File: config.mk
export PLATFORM = sky130hd
export DESIGN_NAME = fft_bitrev_ctrl
export DESIGN_NICKNAME = d
export VERILOG_FILES = /design/src/rtl/fft_bitrev_ctrl_pkg.sv /design/src/rtl/fft_bitrev_ctrl_bit_rev.sv /design/src/rtl/fft_bitrev_ctrl.sv
export SDC_FILE = /design/constraint.sdc
export NUM_CORES = 1
export LEC_CHECK = 0
export ABC_AREA = 1
export CAP_MARGIN = 0
export CORE_MARGIN = 2
export CORE_UTILIZATION = 52
export CTS_CLUSTER_DIAMETER = 100
export DETAILED_ROUTE_END_ITERATION = 10
export PLACE_DENSITY_LB_ADDON = 0.3
export SETUP_SLACK_MARGIN = 0.2
export SYNTH_ARGS = -nofsm -noshare
export SYNTH_HDL_FRONTEND = slang
export SYNTH_SLANG_ARGS = --single-unit
File: constraint.sdc
create_clock -name clk -period 2 [get_ports clk]
set_input_delay 0.3 -clock clk [delete_from_list [all_inputs] [get_ports clk]]
set_output_delay 0.3 -clock clk [all_outputs]
set_load 0.01 [all_outputs]
File: src/rtl/fft_bitrev_ctrl_pkg.sv
// fft_bitrev_ctrl_pkg: controller state encoding and the shared index bit-reversal helper.
package fft_bitrev_ctrl_pkg;

    typedef enum logic [2:0] {IDLE, CHK, RD_A, RD_B, WR_A, WR_B, DONE} state_t;

    localparam int REV_MAXW = 32;

    // Reverses the low n bits of x; bits at and above n come back as zero.
    function automatic logic [REV_MAXW-1:0] bitrev(input logic [REV_MAXW-1:0] x, input int n);
        logic [REV_MAXW-1:0] v, r;
        v = x;
        r = '0;
        for (int k = 0; k < REV_MAXW; k++)
            if (k < n) begin
                r = {r[REV_MAXW-2:0], v[0]};
                v = v >> 1;
            end
        return r;
    endfunction

endpackage

File: src/rtl/fft_bitrev_ctrl_bit_rev.sv
// fft_bitrev_ctrl_bit_rev: combinational FFTSIZ-bit index reversal.
module fft_bitrev_ctrl_bit_rev
    import fft_bitrev_ctrl_pkg::*;
#(
    parameter int FFTSIZ = 3
) (
    input  logic [FFTSIZ-1:0] i,
    output logic [FFTSIZ-1:0] r
);

    assign r = FFTSIZ'(bitrev(REV_MAXW'(i), FFTSIZ));

endmodule

File: src/rtl/fft_bitrev_ctrl.sv
// fft_bitrev_ctrl: in-place bit-reversal reorder of a 2^FFTSIZ block through one req/gnt memory port.
module fft_bitrev_ctrl
    import fft_bitrev_ctrl_pkg::*;
#(
    parameter int MDATAW = 8,
    parameter int NUBITS = 16,
    parameter int FFTSIZ = 3
) (
    input  logic              clk,
    input  logic              rst,
    input  logic              start,
    input  logic [MDATAW-1:0] base,
    output logic              busy,
    output logic              done,
    output logic              req,
    input  logic              gnt,
    output logic [MDATAW-1:0] mem_addr,
    output logic              mem_we,
    output logic [NUBITS-1:0] mem_wdata,
    input  logic [NUBITS-1:0] mem_rdata
);

    localparam logic [FFTSIZ-1:0] LAST = '1;

    state_t            state, nxt;
    logic [FFTSIZ-1:0] i, nxt_i, ri;
    logic [MDATAW-1:0] base_r;
    logic [NUBITS-1:0] reg_a, reg_b;
    logic              cap_a, cap_b;

    fft_bitrev_ctrl_bit_rev #(.FFTSIZ(FFTSIZ)) u_bit_rev (.i(i), .r(ri));

    always_comb begin
        nxt   = state;
        nxt_i = i;
        case (state)
            IDLE: if (start) begin
                nxt   = CHK;
                nxt_i = '0;
            end
            CHK: begin
                nxt   = (i < ri) ? RD_A : (i == LAST) ? DONE : CHK;
                nxt_i = (i < ri || i == LAST) ? i : i + 1'b1;
            end
            RD_A: nxt = gnt ? RD_B : RD_A;
            RD_B: nxt = gnt ? WR_A : RD_B;
            WR_A: nxt = gnt ? WR_B : WR_A;
            WR_B: if (gnt) begin
                nxt   = (i == LAST) ? DONE : CHK;
                nxt_i = (i == LAST) ? i : i + 1'b1;
            end
            default: nxt = IDLE;
        endcase
    end

    // Outputs are registered from the next state, so they line up with the state they describe.
    always_ff @(posedge clk or negedge rst) begin
        if (!rst) begin
            state    <= IDLE;
            i        <= '0;
            base_r   <= '0;
            busy     <= 1'b0;
            done     <= 1'b0;
            req      <= 1'b0;
            mem_we   <= 1'b0;
            mem_addr <= '0;
            reg_a    <= '0;
            reg_b    <= '0;
            cap_a    <= 1'b0;
            cap_b    <= 1'b0;
        end else begin
            state    <= nxt;
            i        <= nxt_i;
            base_r   <= (state == IDLE && start) ? base : base_r;
            busy     <= nxt inside {CHK, RD_A, RD_B, WR_A, WR_B};
            done     <= nxt == DONE;
            req      <= nxt inside {RD_A, RD_B, WR_A, WR_B};
            mem_we   <= nxt inside {WR_A, WR_B};
            mem_addr <= (nxt inside {RD_A, WR_A}) ? base_r + MDATAW'(i) :
                        (nxt inside {RD_B, WR_B}) ? base_r + MDATAW'(ri) : '0;
            cap_a    <= state == RD_A && gnt;
            cap_b    <= state == RD_B && gnt;
            reg_a    <= cap_a ? mem_rdata : reg_a;
            reg_b    <= cap_b ? mem_rdata : reg_b;
        end
    end

    // The partner word is still on mem_rdata during the first WR_A cycle; forward it until reg_b holds it.
    assign mem_wdata = (state == WR_A) ? (cap_b ? mem_rdata : reg_b) :
                       (state == WR_B) ? reg_a : '0;

endmodule

### Word level (Yosys, flattened, before mapping)

Cells that the tools add are included.

* register bits after elaboration: 60
* latch bits: 0
* bits in writable memories: 0
* ROM bits: 0
* input port bits: 28
* output and inout bits: 28
* logic and storage cells: 62
* memories: 0

* $add $sub $neg: 3
* multiply operators: 0
* divide/modulo/power cells: 0
* order comparisons: 1
* equal/unequal tests: 16
* shift operators: 0
* muxes and demuxes: 18
* bitwise operators: 0
* reductions and logical operators: 12

Operators with widths (number)
* $mux W16: 3
* $mux W3: 9
* $eq A3 B3 Y1 const B: 6
* $pmux W3 S6: 1
* $add A8 B3 Y8: 2
* $mux W8: 2
* $eq A3 B2 Y1 const B: 4
* $pmux W3 S3: 1
* $ne A2 B2 Y1 const B: 4
* $eq A3 B1 Y1 const B: 2
* $reduce_bool A2 Y1: 3
* $reduce_and A5 Y1: 1
* $reduce_bool A5 Y1: 1
* $reduce_bool A4 Y1: 1
* $add A3 B1 Y3 const B: 1
* $logic_and A1 B1 Y1: 3
* $logic_not A3 Y1: 1
* $lt A3 B3 Y1: 1
* $reduce_bool A3 Y1: 1
* $mux W1: 2
* $logic_or A1 B1 Y1: 1

### Longest topological paths before layout

* depth after elaboration: 8
* gate-level depth with buffers: 12
* depth with buffers taken out: 11

### Hierarchy

From an unflattened synthesis, not the netlist that was laid out.

* cell total of the unflattened synthesis: 334
* area total of the unflattened synthesis: 3121.7 um^2

By module, submodules not included
* fft_bitrev_ctrl: instances 1, cells each 331, area an instance 3099.2 um^2, seq. area each 1501.4 um^2
* fft_bitrev_ctrl_bit_rev: instances 1, cells each 3, area an instance 22.5 um^2, seq. area each 0.0 um^2

### Worst setup path after synthesis

OpenSTA, ideal clock, no wires.

* kind: register to register
* start: reg i[0]
* end: reg mem_addr[6]
* arrival: 1678 ps
* setup slack: 256 ps
* cell stages (with the launch flop): 13
* path buffers: 1
* period minus slack after synthesis: 1744 ps
* path through: dfrtp_1 ha_1 ha_1 inv_1 nand2_1 nand2_2 inv_1 nor2_1 nand2_2 nand2_4 buf_6 nand3_1 nand2_1

* word-level cells in the longest chain between the ends: 8

Ends and longest elaborated chain
* start, declared: RTL line fft_bitrev_ctrl.sv:26 `logic [FFTSIZ-1:0] i, nxt_i, ri;`
* start signal, assigned: RTL line fft_bitrev_ctrl.sv:73 `i <= nxt_i;`
* branches (longest 7 deep; another with $lt A3 B3 Y1)
* $mux W8 (*): RTL line fft_bitrev_ctrl.sv:79 `mem_addr <= (nxt inside {RD_A, WR_A}) ? base_r + MDATAW'(i) :`
* end signal, assigned: RTL line fft_bitrev_ctrl.sv:79
* end, declared: RTL line fft_bitrev_ctrl.sv:17 `output logic [MDATAW-1:0] mem_addr,`

Every way passes the cells marked *.
A chain may end at the register's enable or synchronous reset.

### Worst setup path in the final report

* start: reg state[0]
* end: out mem_wdata[2]

* word-level cells in the longest chain between the ends: 3

Ends and longest elaborated chain
* start, declared: RTL line fft_bitrev_ctrl.sv:25 `state_t state, nxt;`
* start signal, assigned: RTL line fft_bitrev_ctrl.sv:72 `state <= nxt;`
* $eq A3 B3 Y1: RTL line fft_bitrev_ctrl.sv:90 `(state == WR_B) ? reg_a : '0;`
* $mux W16: RTL line fft_bitrev_ctrl.sv:90
* $mux W16 (*): RTL line fft_bitrev_ctrl.sv:89 `assign mem_wdata = (state == WR_A) ? (cap_b ? mem_rdata : reg_b) :`
* end, declared: RTL line fft_bitrev_ctrl.sv:19 `output logic [NUBITS-1:0] mem_wdata,`

Every way passes the cells marked *; elsewhere a longest branch is shown, timed or not.

==> results_tabular.tex <==
\begin{tabular}{lr}
\hline
Metric & Value \\
\hline
\multicolumn{2}{l}{\textbf{Finish}} \\
Area Growth Syn to Fin & 39.1\% \\
Final instance area & 0.00420 mm² \\
Share of the core filled with cells in the final layout & 0.754 \\
Final-stage net count & between 400 and 500 \\
Fraction of final layout cells sized beyond drive strength 1 & 0.284 \\
Filler Cell Count & 376 \\
Diodes inserted & 0 \\
\multicolumn{2}{l}{\textbf{Power}} \\
Post-layout power & roughly 6.5 mW \\
P\_leak & $\sim$2.1 nW \\
IR Drop Worst-Case VDD & between 900 and 1000 µV \\
Power Density & 1560 mW/mm² \\
\multicolumn{2}{l}{\textbf{Floorplan}} \\
Die Wd & approximately 80 µm \\
Height of the die & $\sim$80 µm \\
Core Footprint & 0.00557 mm² \\
Num ports & between 50 and 60 \\
Effective utilization at floorplan & 0.542 \\
Number of placement rows & 27 \\
Die footprint & about 0.0064 mm² \\
\multicolumn{2}{l}{\textbf{GRT}} \\
Initial antenna violation count & 0 \\
Gr usage total & 0.229 \\
Grt ovf & 0 \\
Pin count of the biggest net entering global routing & 39 \\
Number of global-route vias before repair & around 2500 \\
First-pass GRT wire length & 11200 µm \\
\multicolumn{2}{l}{\textbf{Worst setup path}} \\
Setup Crit Path Kind & reg -> out \\
CP Data Arrival Time & 1.57 ns \\
Number of cells traversed by the worst register-to-register path & 10 \\
Biggest fanout along the worst timing path & 8 \\
Worst endpoint required time & $\sim$1.7 ns \\
R2r startpoint & state[1] \\
Endpoint of the most critical register-to-register path & mem\_addr[6] \\
R2R Setup Slk & about 0.20 ns \\
Type of element capturing the critical path & output pin \\
Startpoint type of the worst setup path & register \\
\multicolumn{2}{l}{\textbf{STA}} \\
Worst max-slew margin expressed relative to the limit & 0.683 \\
Hold Worst Slack & about 0.48 ns \\
Measured slew at the worst slew-check pin & 0.475 ns \\
Count of final max-slew check failures & 0 \\
Number of hold violations in the final report & 0 \\
Final min period & 1.87 ns \\
Number of endpoints failing setup at the final stage & 0 \\
Fmax & 0.536 GHz \\
Setup repair after global routing missed its margin & true \\
Fin crit share & 0.933 \\
Post-Route Skew & around 0.0073 ns \\
Worst path setup slack after routing & 0.134 ns \\
\multicolumn{2}{l}{\textbf{Route}} \\
Violation count after the first detailed-route iteration & between 100 and 150 \\
DR pass1 iterations & 5 \\
Wire per inst & 14.7 µm \\
Post-Route WL & approximately 7400 µm \\
Detail Route Antenna Nets & 0 \\
Remaining routing DRC violations & 0 \\
Overall via count from detail\_route & roughly 2600 \\
Detailed-route vias per instance & a little over 5 \\
\multicolumn{2}{l}{\textbf{CTS}} \\
Clk\_lat worst skew & approximately 0.34 ns \\
Clock transition at the registers of the reported paths & about 0.07 ns \\
CTS tree & yes \\
Clock tree sinks & 60 \\
Clock root buffer master & sky130\_fd\_sc\_hd\_\_clkbuf\_8 \\
Max clock buf depth & 2 \\
H-tree depth & 3 \\
Number of CTS-inserted buffers & 9 \\
\multicolumn{2}{l}{\textbf{Status}} \\
Status & completed \\
\multicolumn{2}{l}{\textbf{Yosys}} \\
Yosys cell types & 26 \\
Post-synthesis instance total & between 300 and 400 \\
Syn Nets & between 300 and 400 \\
Sequential cell area fraction in the yosys report & 0.497 \\
Post-synthesis sequential element count & 60 \\
Synth Area per Inst & 9.02 µm² \\
Synth Warn \# & 0 \\
Post-synthesis cell area & between 0.003 and 0.004 mm² \\
Proportion of netlist area held by the largest area contributor & 0.497 \\
Cell types with the largest area share after synthesis & sky130\_fd\_sc\_hd\_\_dfrtp\_1, sky130\_fd\_sc\_hd\_\_nand2\_1, sky130\_fd\_sc\_hd\_\_mux2\_2 \\
Most area-hungry cell type in the Yosys netlist & sky130\_fd\_sc\_hd\_\_dfrtp\_1 \\
\multicolumn{2}{l}{\textbf{Placed design}} \\
Placement Cell Area & 0.00373 mm² \\
Detail Placement HPWL & 4510 µm \\
Port Buffer Count & 55 \\
Post-place setup slack & -0.0396 ns \\
GPL Wtd Cong & between 0.8 and 0.9 \\
\multicolumn{2}{l}{\textbf{Job}} \\
Reported max-cap violation count & 0 \\
\multicolumn{2}{l}{\textbf{Min path}} \\
Type of the tightest min-delay check & in -> async \\
\hline
\end{tabular}
==> power breakdown <==
part / internal (mW) / switching (mW)
clock: 0.647 / 0.456
sequential: 1.77 / 0.267
combinational: 1.50 / 1.89
total: 3.92 / 2.62
==> worst max-delay path: stages (launching register included) <==
cell and delay, ns:
sky130_fd_sc_hd__dfrtp_2 0.43, sky130_fd_sc_hd__inv_2 0.08, sky130_fd_sc_hd__nand2_2 0.08, sky130_fd_sc_hd__nor2_4 0.19, sky130_fd_sc_hd__clkbuf_16 0.19, sky130_fd_sc_hd__nand2_1 0.05, sky130_fd_sc_hd__o21ai_1 0.07, sky130_fd_sc_hd__buf_2 0.15
==> layout by cell type (no fill, tap or decap), types with 4 or more instances in the layout <==
master / netlist / layout
sky130_fd_sc_hd__dfrtp_1: 60 / 56
sky130_fd_sc_hd__ha_1: 8 / 5
sky130_fd_sc_hd__nand2_1: 81 / 77
sky130_fd_sc_hd__xor2_1: 11 / 11
sky130_fd_sc_hd__clkbuf_1: 7 / 4
sky130_fd_sc_hd__clkdlybuf4s50_1: 0 / 38
sky130_fd_sc_hd__mux2_2: 21 / 21
sky130_fd_sc_hd__o21ai_1: 0 / 11
sky130_fd_sc_hd__inv_1: 40 / 39
sky130_fd_sc_hd__dfrtp_2: 0 / 4
sky130_fd_sc_hd__nand3_1: 23 / 22
sky130_fd_sc_hd__nor2_1: 14 / 13
sky130_fd_sc_hd__o21ai_0: 38 / 20
sky130_fd_sc_hd__nand2_4: 1 / 4
sky130_fd_sc_hd__a21oi_1: 8 / 7
sky130_fd_sc_hd__clkbuf_8: 0 / 11
sky130_fd_sc_hd__buf_4: 0 / 26
sky130_fd_sc_hd__buf_2: 2 / 16
sky130_fd_sc_hd__o21ai_2: 0 / 6
sky130_fd_sc_hd__nand2_2: 3 / 6
==> registers in the layout, indices dropped and copies added, names as in the netlist <==
name and count:
mem_addr 8, mem_we 1, base_r 8, busy 1
i 3, cap_a 1, reg_a 16, state 3
req 1, cap_b 1, reg_b 16, done 1
==> synthesized netlist by cell type <==
master,number
sky130_fd_sc_hd__a21o_1,1
sky130_fd_sc_hd__a21oi_1,8
sky130_fd_sc_hd__buf_2,2
sky130_fd_sc_hd__buf_6,1
sky130_fd_sc_hd__clkbuf_1,7
sky130_fd_sc_hd__clkbuf_2,1
sky130_fd_sc_hd__dfrtp_1,60
sky130_fd_sc_hd__fa_1,2
sky130_fd_sc_hd__ha_1,8
sky130_fd_sc_hd__inv_1,40
sky130_fd_sc_hd__inv_2,3
sky130_fd_sc_hd__mux2_2,21
sky130_fd_sc_hd__nand2_1,81
sky130_fd_sc_hd__nand2_2,3
sky130_fd_sc_hd__nand2_4,1
sky130_fd_sc_hd__nand3_1,23
sky130_fd_sc_hd__nand3_2,3
sky130_fd_sc_hd__nand3b_1,1
sky130_fd_sc_hd__nor2_1,14
sky130_fd_sc_hd__nor2_2,2
sky130_fd_sc_hd__nor2_4,1
sky130_fd_sc_hd__nor3_4,1
sky130_fd_sc_hd__o21ai_0,38
sky130_fd_sc_hd__o22ai_1,1
sky130_fd_sc_hd__xnor2_1,1
sky130_fd_sc_hd__xor2_1,11
==> through the flow <==
step / setup TNS, ns / instances
floorplan: 0 / 335
finish: 0 / 502
detailed placement: -0.0396 / 464
CTS: 0 / 491
global placement: 0 / 464
global route: 0 / 502
==> cell type report <==
type                       instances  area, µm²  area share
timing repair buffer              88        798       0.190
multi-input combinational        223       1450       0.344
clock inverter                     1       30.0     0.00715
inverter                          43        165      0.0393
sequential                        60       1510       0.359
clock buffer                      15        166      0.0396
tap                               72       90.1      0.0214
==> cells by family after synthesis <==
logic type,Yosys count,share of synthesized area
xor gates and xnor gates,12,0.0348
DFF,60,0.497
muxes,21,0.0783
buffers and inverters,54,0.0708
adders and majority gates,10,0.0464
AOI/OAI and AO/OA,48,0.0808
and+or+nand+nor,130,0.192
==> worst max path at each step <==
stage	from	to	slack, ns	depth (start not counted)
final	state[0]	mem_wdata[2]	0.13	7
after global routing	state[0]	mem_wdata[0]	0.05	7
after CTS	state[1]	mem_wdata[12]	0.11	7
after detailed placement	state[1]	mem_wdata[1]	-0.04	6
after global placement	state[1]	mem_wdata[1]	0.003	6
after floorplan	i[0]	mem_addr[6]	0.26	12
==> per-layer routing <==
metal,GRT usage,share of wire,vias up
met5,0,0,-
met4,0.0814,0.027,0
met3,0.0708,0.067,21
met2,0.387,0.50,92
met1,0.277,0.40,1218
li1,-,-,1253
==> timing repair <==
action / 4_1_cts / 5_1_grt
resized for setup: 88 / 31
pin swaps: 2 / 8
endpoints found under the hold margin: 22 / 0
hold buffers: 1 / 0
setup buffers: 8 / 9
cloned: 2 / 2
endpoints found under the setup margin: 25 / 29
Note: power is estimated with default switching activity, not from simulation.
